$ cat src/rtl/codec_buffer_nd_wctrl_pkg.sv
`default_nettype none
// ---- codec_buffer_nD_pkg : write-sequencer state type and address-width helper ----
// ---- rev 1.0                                                                     ----
package codec_buffer_nD_pkg;

  typedef enum logic [1:0] {
    IDLE  = 2'd0,
    WRITE = 2'd1,
    DONE  = 2'd2
  } wctrl_state_t;

  function automatic int waddr_width(input int bnum_w, input int addr_w);
    return bnum_w + addr_w;
  endfunction

endpackage
`default_nettype wire

$ cat src/rtl/codec_buffer_nd_wctrl.sv
`default_nettype none
// ---- codec_buffer_nd_wctrl : write-side frame sequencer for the multi-bank codec buffer ----
// ---- rev 1.0                                                                              ----
module codec_buffer_nd_wctrl
  import codec_buffer_nD_pkg::*;
#(
  parameter int pBNUM_W = 1,
  parameter int pADDR_W = 8,
  parameter int pDAT_W  = 8
) (
  input  logic                                        iclk,
  input  logic                                        ireset,
  input  logic                                        isop,
  input  logic                                        ieop,
  input  logic                                        ival,
  input  logic [pDAT_W-1:0]                           idat,
  input  logic [pADDR_W-1:0]                          ilen,
  output logic                                        ordy,
  input  logic [pBNUM_W-1:0]                          ib_wused,
  input  logic                                        ib_wfulla,
  output logic                                        owrite,
  output logic [waddr_width(pBNUM_W, pADDR_W)-1:0]    owaddr,
  output logic [pDAT_W-1:0]                           owdat,
  output logic                                        owfull,
  output logic                                        oerr_sop,
  output logic                                        oerr_len
);

  localparam int c_AW = waddr_width(pBNUM_W, pADDR_W);

  wctrl_state_t         r_state;
  wctrl_state_t         w_state_nxt;
  logic [pBNUM_W-1:0]   r_bank;
  logic [pBNUM_W-1:0]   w_bank_nxt;
  logic [pADDR_W-1:0]   r_len;
  logic [pADDR_W-1:0]   w_len_nxt;
  logic [pADDR_W-1:0]   r_cnt;
  logic [pADDR_W-1:0]   w_cnt_nxt;

  logic                 w_accept;
  logic                 w_start;
  logic                 w_cont;
  logic                 w_len_hit;
  logic                 w_close;
  logic                 w_write;
  logic [pADDR_W-1:0]   w_word;
  logic [pBNUM_W-1:0]   w_bank_eff;
  logic [c_AW-1:0]      w_waddr;
  logic                 w_full;
  logic                 w_err_sop;
  logic                 w_err_len;

  assign ordy     = ((r_state == IDLE) && !ib_wfulla) || (r_state == WRITE);
  assign w_accept = ival && ordy;

  // A sop restarts the frame from either IDLE or WRITE; plain words only count inside a frame.
  assign w_start   = w_accept && isop;
  assign w_cont    = w_accept && !isop && (r_state == WRITE);
  assign w_len_hit = w_start ? (ilen == '0) : (r_cnt == r_len);
  assign w_close   = (w_start || w_cont) && (w_len_hit || ieop);

  // An aborted frame keeps its latched bank; only a fresh frame picks up ib_wused.
  assign w_bank_eff = (r_state == IDLE) ? ib_wused : r_bank;
  assign w_word     = w_start ? '0 : r_cnt;
  assign w_waddr    = {w_bank_eff, w_word};

  always_comb begin
    w_state_nxt = r_state;
    w_bank_nxt  = r_bank;
    w_len_nxt   = r_len;
    w_cnt_nxt   = r_cnt;
    w_write     = 1'b0;
    w_full      = 1'b0;
    w_err_sop   = 1'b0;
    w_err_len   = 1'b0;
    case (r_state)
      IDLE: begin
        if (w_start) begin
          w_state_nxt = w_close ? DONE : WRITE;
        end
      end
      WRITE: begin
        if (w_start || w_cont) begin
          w_state_nxt = w_close ? DONE : WRITE;
        end
      end
      DONE: begin
        w_state_nxt = IDLE;
      end
      default: begin
        w_state_nxt = IDLE;
      end
    endcase

    if (w_start || w_cont) begin
      w_write   = 1'b1;
      w_full    = w_close;
      w_err_len = w_close && (w_len_hit != ieop);
      w_bank_nxt = w_bank_eff;
    end
    if (w_start) begin
      w_len_nxt = ilen;
      w_cnt_nxt = pADDR_W'(1);
      w_err_sop = (r_state == WRITE);
    end else if (w_cont) begin
      w_cnt_nxt = r_cnt + pADDR_W'(1);
    end
  end

  always_ff @(posedge iclk) begin
    if (ireset) begin
      r_state <= IDLE;
    end else begin
      r_state <= w_state_nxt;
    end
  end

  always_ff @(posedge iclk) begin
    if (ireset) begin
      r_bank   <= '0;
      r_len    <= '0;
      r_cnt    <= '0;
      owrite   <= 1'b0;
      owaddr   <= '0;
      owdat    <= '0;
      owfull   <= 1'b0;
      oerr_sop <= 1'b0;
      oerr_len <= 1'b0;
    end else begin
      r_bank   <= w_bank_nxt;
      r_len    <= w_len_nxt;
      r_cnt    <= w_cnt_nxt;
      owrite   <= w_write;
      owfull   <= w_full;
      oerr_sop <= w_err_sop;
      oerr_len <= w_err_len;
      if (w_write) begin
        owaddr <= w_waddr;
        owdat  <= idat;
      end
    end
  end

endmodule
`default_nettype wire

$ cat config.mk
export PLATFORM = sky130hd
export DESIGN_NAME = codec_buffer_nd_wctrl
export DESIGN_NICKNAME = d
export VERILOG_FILES = /design/src/rtl/codec_buffer_nd_wctrl_pkg.sv /design/src/rtl/codec_buffer_nd_wctrl.sv
export SDC_FILE = /design/constraint.sdc
export NUM_CORES = 1
export LEC_CHECK = 0
export CAP_MARGIN = 10
export CORE_UTILIZATION = 30
export CTS_CLUSTER_DIAMETER = 40
export DETAILED_ROUTE_END_ITERATION = 7
export PLACE_DENSITY_LB_ADDON = 0.3
export SETUP_SLACK_MARGIN = 0.3
export SKIP_CTS_REPAIR_TIMING = 1
export SYNTH_ARGS = -nofsm -noshare
export SYNTH_HDL_FRONTEND = slang
export SYNTH_SLANG_ARGS = --single-unit
$ cat constraint.sdc
create_clock -name iclk -period 3.6 [get_ports iclk]
set_clock_uncertainty 0.05 [all_clocks]
set_input_delay 0.36 -clock iclk [delete_from_list [all_inputs] [get_ports iclk]]
set_output_delay 0.36 -clock iclk [all_outputs]
set_load 0.01 [all_outputs]
After elaboration in Yosys (flattened, before gate mapping):

Cells that the tools add are included.

* register bits: 40
* output and inout bits: 22

* add/subtract/negate cells: 1
* eq/ne operators: 5
* muxes and demuxes: 10
* bitwise operators: 2
* reductions and logical operators: 19

Operator list (number)
* $add A8 B1 Y8 const B: 1
* $eq A8 B8 Y1: 1
* $logic_not A8 Y1: 1
* $mux W8: 1
* $logic_and A1 B1 Y1: 7
* $mux W2: 3
* $reduce_or A2 Y1: 3
* $mux W1: 5
* $ne A2 B2 Y1 const B: 2
* $pmux W2 S2: 1
* $logic_or A1 B1 Y1: 3
* $eq A2 B1 Y1 const B: 1
* $logic_not A1 Y1: 2
* $logic_not A2 Y1: 1
* $not A1 Y1: 2
* $reduce_and A2 Y1: 1
* $reduce_bool A2 Y1: 1
* $ne A1 B1 Y1: 1

Longest topological paths before layout:

Gate-level depths: netlist (run 1).

* depth in word-level cells: 11
* mapped depth: 8
* gate-level depth less buffers: 7

Worst setup path after synthesis (run 1):

OpenSTA, ideal clock, no wires.

* path type: input port to flip-flop
* from: input port ib_wfulla
* to: register oerr_len
* data arrival time: 1.589 ns
* data required time: 3.491 ns
* setup slack: 1.902 ns
* cell stages on the path: 8
* path buffers: 2
* path through: nor2b_1 > buf_4 > nor2_1 > buf_2 > a31oi_1 > ha_1 > nor3_1 > and2_1

* cells in the longest elaborated chain, start to end: 9
* elaborated cells between the ends (all ways): 15
* classes of those cells: 1 x eq/ne; 1 x mux; 1 x bitwise; 12 x reduce/logical

RTL lines
* start: declaration: line codec_buffer_nd_wctrl.sv:20 `input logic ib_wfulla,`
* $logic_not A1 Y1 *: line codec_buffer_nd_wctrl.sv:53 `assign ordy = ((r_state == IDLE) && !ib_wfulla) || (r_state == WRITE);`
* $logic_and A1 B1 Y1 *: line codec_buffer_nd_wctrl.sv:53
* $logic_or A1 B1 Y1 *: line codec_buffer_nd_wctrl.sv:53
* $logic_and A1 B1 Y1 *: line codec_buffer_nd_wctrl.sv:54 `assign w_accept = ival && ordy;`
* $logic_and A1 B1 Y1 (on tied branches): line codec_buffer_nd_wctrl.sv:57, codec_buffer_nd_wctrl.sv:58
* $mux W1 or $logic_and A1 B1 Y1 (tied branches): line codec_buffer_nd_wctrl.sv:59, codec_buffer_nd_wctrl.sv:58
* $logic_or A1 B1 Y1 (on tied branches): line codec_buffer_nd_wctrl.sv:60, codec_buffer_nd_wctrl.sv:95
* $logic_and A1 B1 Y1 or $not A1 Y1 (tied branches)
* $logic_and A1 B1 Y1 or $reduce_or A2 Y1 (tied branches)
* end signal: assignment: line codec_buffer_nd_wctrl.sv:136 `oerr_len <= w_err_len;`
* end: declaration: line codec_buffer_nd_wctrl.sv:26 `output logic oerr_len`

Mark *: on every way between the ends. The rest lies on a longest branch, timed or not.
A chain may end at the register's enable or synchronous reset.

Worst setup path in the final report (run 1):

* from: input port ival
* to: register oerr_len

* cells in the longest elaborated chain, start to end: 6
* elaborated cells between the ends (all ways): 12
* classes of those cells: 1 x eq/ne; 1 x mux; 1 x bitwise; 9 x reduce/logical

RTL lines
* start: declaration: line codec_buffer_nd_wctrl.sv:15 `input logic ival,`
* $logic_and A1 B1 Y1 *: line codec_buffer_nd_wctrl.sv:54
* $logic_and A1 B1 Y1 (on tied branches): line codec_buffer_nd_wctrl.sv:57, codec_buffer_nd_wctrl.sv:58
* $mux W1 or $logic_and A1 B1 Y1 (tied branches): line codec_buffer_nd_wctrl.sv:59, codec_buffer_nd_wctrl.sv:58
* $logic_or A1 B1 Y1 (on tied branches): line codec_buffer_nd_wctrl.sv:60, codec_buffer_nd_wctrl.sv:95
* $logic_and A1 B1 Y1 or $not A1 Y1 (tied branches)
* $logic_and A1 B1 Y1 or $reduce_or A2 Y1 (tied branches)

Marked as above.

==> run_results.csv, run 1 <==
group,metric,value,unit
finish,diodes,0,
power_and_ir_drop,sequentialPowerShare,52.3,%
finish,fin_nets,240,
floorplan,fp-row-count,26,
floorplan,dieArea,0.00565,mm²
clock_tree,cts_num_sinks,39,
route,postRouteAntennaNets,0,
route,drc,0,
clock_tree,insertion_delay,0.28,ns
floorplan,io_pins,45,
power_and_ir_drop,ir_drop,0.186,mV
grt,grt_most_used_layer,"met2",
worst_hold_path,hp-class,"flop to flop",
route,routedWlPerCell,11.5,µm
sta,setup_violations,0,
route,drtIter0Drc,34,
power_and_ir_drop,swShare,22.2,%
clock_tree,tritoncts,"built",
power_and_ir_drop,p_int,0.665,mW
power_and_ir_drop,p_per_area,391,mW/mm²
floorplan,start_util,31.2,%
sta,finalCriticalPeriod,2.52,ns
route,viasPerCell,4.55,
clock_tree,cts-buffers-inserted,5,
sta,max_freq,0.396,GHz
outcome,status,"complete, no violations",
grt,grt_pass1_vias,1212,
floorplan,fp.dieH,75.2,µm
flow_run,maxCapViolCount,0,
critical_path,r2r_end,"oerr_len",
grt,use_met2,20.6,%
finish,syn_to_final_growth,36.2,%
power_and_ir_drop,switchingPower,0.190,mW
sta,relSlewSlack,55.2,%
critical_path,crit_arrival,2.66,ns
sta,post-route-period-util,70.1,%
placed_design,gp_congestion,0.808,
critical_path,ff2ff_path_depth,7,
critical_path,start_kind,"primary input",
grt,grt_use_total,12.9,%
sta,worst_slack,1.08,ns
finish,num-fill-cells,554,
sta,worstMarginPinSlew,0.669,ns
clock_tree,cts-root-buf,"clkbuf_8",
critical_path,rrSetupSlack,1.29,ns
placed_design,pre_cts_ws,0.778,ns
power_and_ir_drop,power,0.855,mW
critical_path,crit_required,3.73,ns
finish,multiInputGateArea,751,µm²
worst_hold_path,hold_path_end,"r_len[4]",
floorplan,die_w,75.2,µm
logic_synthesis,synth_sequential_area_ratio,48.6,%
route,firstDrtPassIters,4,
sta,slew_violations,0,
finish,layout_commonest_cell,"clkdlybuf4s50_1",
critical_path,path_class,"primary input to flop",
clock_tree,clkTransAtPathRegs,0.07,ns
logic_synthesis,ys_types,30,
logic_synthesis,syn_area_per_cell,9.28,µm²
clock_tree,cts_buffer_depth,2,
logic_synthesis,synth_area,0.00161,mm²
logic_synthesis,syn_inst,173,
logic_synthesis,synth_fp_nets,198,
power_and_ir_drop,p_leak,0.870,nW
power_and_ir_drop,pwr-share-clk,37.4,%
sta,tns,0,ns
critical_path,r2r_start,"r_state[1]",
grt,grt.met3_usage,3.61,%
grt,met1_usage,16.2,%
finish,drive_gt1_share,5.09,%
logic_synthesis,synth-seq-cells,39,
grt,antenna_found_initial,0,
worst_hold_path,hold_path_depth,2,
worst_hold_path,min-delay-start,"r_len[4]",
grt,grt_overflow,0,
critical_path,cp_max_fo,12,
finish,register_area,781,µm²
grt,grt_pass1_wl,5420,µm
grt,grt_max_degree,26,
critical_path,crit_path_end_kind,"flop",
clock_tree,htreeDepth,2,
finish,final_cell_mix,"clkdlybuf4s50_1, dfxtp_1, nor2_1",
sta,rsz0062_at_grt,"no",
power_and_ir_drop,power_frac_comb,10.3,%
logic_synthesis,synth_warnings,0,
placed_design,port-buffer-count,44,
placed_design,dp_hpwl,2430,µm
sta,hold_viol_final,0,
route,vias,1300,
route,finalWirelength,3300,µm
floorplan,core_area,0.00514,mm²
[registers in the layout, summed over array words and instances, names as in the netlist]
name / count
oerr_len: 1
r_len: 8
owfull: 1
r_cnt: 8
oerr_sop: 1
owrite: 1
r_state: 2
owaddr: 9
owdat: 8
[cells by family after synthesis]
logic type               synth area share, %
adder cells (fa/ha/maj)                 1.56
flip-flops                              48.6
XOR/XNOR                                7.64
multiplexers                            9.98
buffers and inverters                   4.60
AO/OA/AOI/OAI                           7.95
AND/OR/NAND/NOR                         19.6
[Yosys cell counts, drive strengths merged]
| master | count | area, µm² |
|---|---|---|
| nand3b | 1 | 7.51 |
| and4bb | 2 | 25.0 |
| or2 | 1 | 6.26 |
| o21ai | 11 | 55.1 |
| a221oi | 1 | 8.76 |
| xnor2 | 8 | 70.1 |
| dfxtp | 39 | 781 |
| buf | 6 | 43.8 |
| nor2b | 4 | 25.0 |
| ha | 2 | 25.0 |
| a21oi | 10 | 50.1 |
| nor4 | 2 | 12.5 |
| a22oi | 1 | 7.51 |
| mux2i | 16 | 160 |
| nor2 | 26 | 97.6 |
| nand3 | 3 | 15.0 |
| and4 | 1 | 8.76 |
| and2 | 2 | 12.5 |
| nor4b | 1 | 8.76 |
| xor2 | 6 | 52.6 |
| nand2 | 12 | 45.0 |
| clkbuf | 5 | 18.8 |
| inv | 3 | 11.3 |
| a31oi | 1 | 6.26 |
| nand4 | 4 | 25.0 |
| and3 | 1 | 6.26 |
| nor3 | 4 | 20.0 |
[critical path: stages]
cell and delay [ns]:
clkdlybuf4s50_1 0.56, nand3b_1 0.29, nor2_1 0.61, nor3_1 0.13
a31oi_1 0.21, ha_1 0.24, nor3_1 0.08, and2_1 0.16
[metal layers]
layer,share of wire [%],routed length (µm)
met1,50,1640
met4,1.2,40
met5,0,0
met2,45,1480
met3,4.1,134
[worst max path at each step]
stage              start        to  slack, ns
4_1_cts             ival  oerr_len       1.09
6_report            ival  oerr_len       1.08
3_5_place_dp        ival  oerr_len       0.78
2_1_floorplan  ib_wfulla  oerr_len       1.90
5_1_grt             ival  oerr_len       0.89
3_3_place_gp        ival  oerr_len       0.95
[final cells by class]
cell class / instances / area share [%]
Clock buffer: 8 / 4.58
Multi-Input combinational cell: 120 / 34.3
Timing Repair Buffer: 46 / 20.8
Tap cell: 70 / 4.01
Sequential cell: 39 / 35.7
Inverter: 3 / 0.515
[power groups by stage]
| stage | logic (mW) | registers (mW) | clock network [mW] |
|---|---|---|---|
| final | 0.0880 | 0.447 | 0.320 |
| after global placement | 0.0880 | 0.457 | 0 |
| after detailed placement | 0.0889 | 0.457 | 0 |
| after CTS | 0.0893 | 0.447 | 0.329 |
| after global routing | 0.0964 | 0.448 | 0.352 |
| after floorplan | 0.0439 | 0.458 | 0 |
[metrics by stage]
stage	area (µm²)	hold WS [ns]	utilization, %	cells
CTS	2190	0.445	42.5	286
global placement	2090	0.423	40.6	278
global route	2190	0.477	42.5	286
finish	2190	0.445	42.5	286
detailed placement	2090	0.435	40.6	278
floorplan	1610	0.412	-	173
No activity file was read; power rests on OpenSTA's default activity.
==> run 2: changes to the inputs <==
Clock period 3.6 ns to 2.3 ns, I/O delays scaled along.
==> run 2 against run 1 <==
Clock power rose by 36%. Sequential share of layout area fell by 0.19 points. Largest power group unchanged. Flip-flop and latch count did not move. Via count fell by 0.85%. Sequential power rose by 57%. Power rose by 49%. Combinational power rose by 63%. Core utilization rose by 0.29 points.
==> run_results.csv, run 2 (synthesized netlist as in run 1, its figures left out) <==
group,metric,value,unit
outcome,status,"complete, no violations",
grt,grt_pass1_vias,1126,
worst_hold_path,min-delay-start,"r_len[6]",
sta,holdWs,0.443,ns
critical_path,path_class,"primary input to flop",
sta,max_freq,0.568,GHz
sta,finalCriticalPeriod,1.76,ns
grt,met1_usage,17.7,%
sta,tns,0,ns
critical_path,crit_arrival,1.90,ns
route,drc,0,
route,viasPerCell,4.44,
grt,grt_most_used_layer,"met2",
route,firstDrtPassIters,4,
clock_tree,cts-buffers-inserted,5,
critical_path,crit_path_end_kind,"flop",
critical_path,cp_slowest_cell,"clkdlybuf4s50_1",
floorplan,die_w,75.2,µm
power_and_ir_drop,p_per_area,580,mW/mm²
finish,syn_to_final_growth,37.1,%
worst_hold_path,hold_path_end,"r_len[6]",
critical_path,cp_cell_sequence,"clkdlybuf4s50_1 -> nand3b_1 -> nor2_1 -> nor3_1 -> a31oi_1 -> ha_1 -> nor3_1 -> and2_1",
finish,fin_nets,244,
power_and_ir_drop,p_leak,0.889,nW
grt,antenna_found_initial,0,
floorplan,start_util,31.2,%
critical_path,crit_required,2.44,ns
route,vias,1289,
clock_tree,insertion_delay,0.29,ns
flow_run,maxCapViolCount,0,
route,routedWlPerCell,11.3,µm
grt,use_met2,17.9,%
critical_path,rrSetupSlack,0.60,ns
clock_tree,clkTransAtPathRegs,0.07,ns
route,drtIter0Drc,52,
grt,grt_overflow,0,
sta,post-route-period-util,76.6,%
grt,grt_pass1_wl,5310,µm
finish,fin_util,42.8,%
sta,rsz0062_at_grt,"no",
floorplan,fp-row-count,26,
worst_hold_path,hold_path_depth,2,
worst_hold_path,hp-class,"flop to flop",
critical_path,r2r_end,"oerr_len",
critical_path,crit_top_cell,"nor3_1",
floorplan,core_area,0.00514,mm²
sta,setup_violations,0,
critical_path,cp_max_fo,6,
floorplan,dieArea,0.00565,mm²
critical_path,ff2ff_path_depth,7,
sta,relSlewSlack,67.3,%
grt,grt_max_degree,25,
finish,drive_gt1_share,6.82,%
finish,layout_commonest_cell,"clkdlybuf4s50_1",
placed_design,port-buffer-count,44,
sta,slew_violations,0,
route,postRouteAntennaNets,0,
grt,grt_use_total,12.7,%
clock_tree,cts_num_sinks,39,
finish,largest_reg_flops,9,
sta,hold_viol_final,0,
critical_path,max_stage_delay,0.56,ns
critical_path,start_kind,"primary input",
route,finalWirelength,3280,µm
finish,regMostFlops,"owaddr",
clock_tree,htreeDepth,2,
clock_tree,cts-root-buf,"clkbuf_8",
floorplan,io_pins,45,
clock_tree,tritoncts,"built",
sta,worstMarginPinSlew,0.490,ns
finish,final_cell_mix,"clkdlybuf4s50_1, dfxtp_1, nor2_1",
finish,diodes,0,
critical_path,r2r_start,"r_state[1]",
placed_design,gp_congestion,0.810,
placed_design,dp_hpwl,2430,µm
power_and_ir_drop,ir_drop,0.290,mV
grt,grt.met3_usage,4.02,%
floorplan,fp.dieH,75.2,µm
clock_tree,cts_buffer_depth,2,
run 2: changes by cell type in the layout (fill, tap and decap cells not counted):
cell / delta
buf_4: +4
clkbuf_8: -2
clkbuf_1: +1
clkdlybuf4s50_1: -1
clkinv_2: +1
dfxtp_1: -1
dfxtp_2: +1
dlymetal6s2s_1: +1
run 2: worst max-delay path by stage:
stage               startpoint  endpoint  slack (ns)  cells after the start
finish                    ival  oerr_len        0.54                      8
global route              ival  oerr_len        0.38                      8
CTS                 r_state[0]      ordy        0.34                      4
detailed placement        ival  oerr_len        0.23                      8
global placement          ival  oerr_len        0.29                      8
floorplan           r_state[0]  oerr_len        0.61                      8
run 2: area by class of cell:
cell class / count / area [µm²]
Multi-Input combinational cell: 120 / 751
Clock buffer: 7 / 76.3
Fill cell: 558 / 2940
Sequential cell: 39 / 782
Timing Repair Buffer: 50 / 488
Tap cell: 70 / 87.6
Inverter: 3 / 11.3
Clock inverter: 1 / 5.00
run 2: where the power goes:
group / leakage (nW) / switching (mW) / internal [mW]
clock network: 0.0422 / 0.222 / 0.213
registers: 0.316 / 0.00969 / 0.690
logic: 0.531 / 0.0614 / 0.0815
total: 0.889 / 0.293 / 0.984
run 2: through the flow:
step           instance area, µm²  setup WS, ns  power, mW  instances
6_report                     2200         0.538       1.28        290
5_1_grt                      2200         0.383       1.34        290
4_1_cts                      2200         0.338       1.29        290
3_3_place_gp                 2120         0.288      0.859        282
2_1_floorplan                1610         0.614      0.785        173
3_5_place_dp                 2120         0.226      0.859        282
run 2: routing by layer:
layer / vias up / share of wire, %
li1: 678 / -
met1: 575 / 51
met2: 30 / 43
met3: 6 / 4.7
met4: 0 / 2.0
met5: - / 0
run 2: critical path, delay by kind of cell:
| family | cells | cell delay, ns |
|---|---|---|
| buffers and inverters | 1 | 0.56 |
| AO/OA/AOI/OAI | 1 | 0.17 |
| AND/OR/NAND/NOR | 5 | 0.71 |
| adder cells (fa/ha/maj) | 1 | 0.23 |
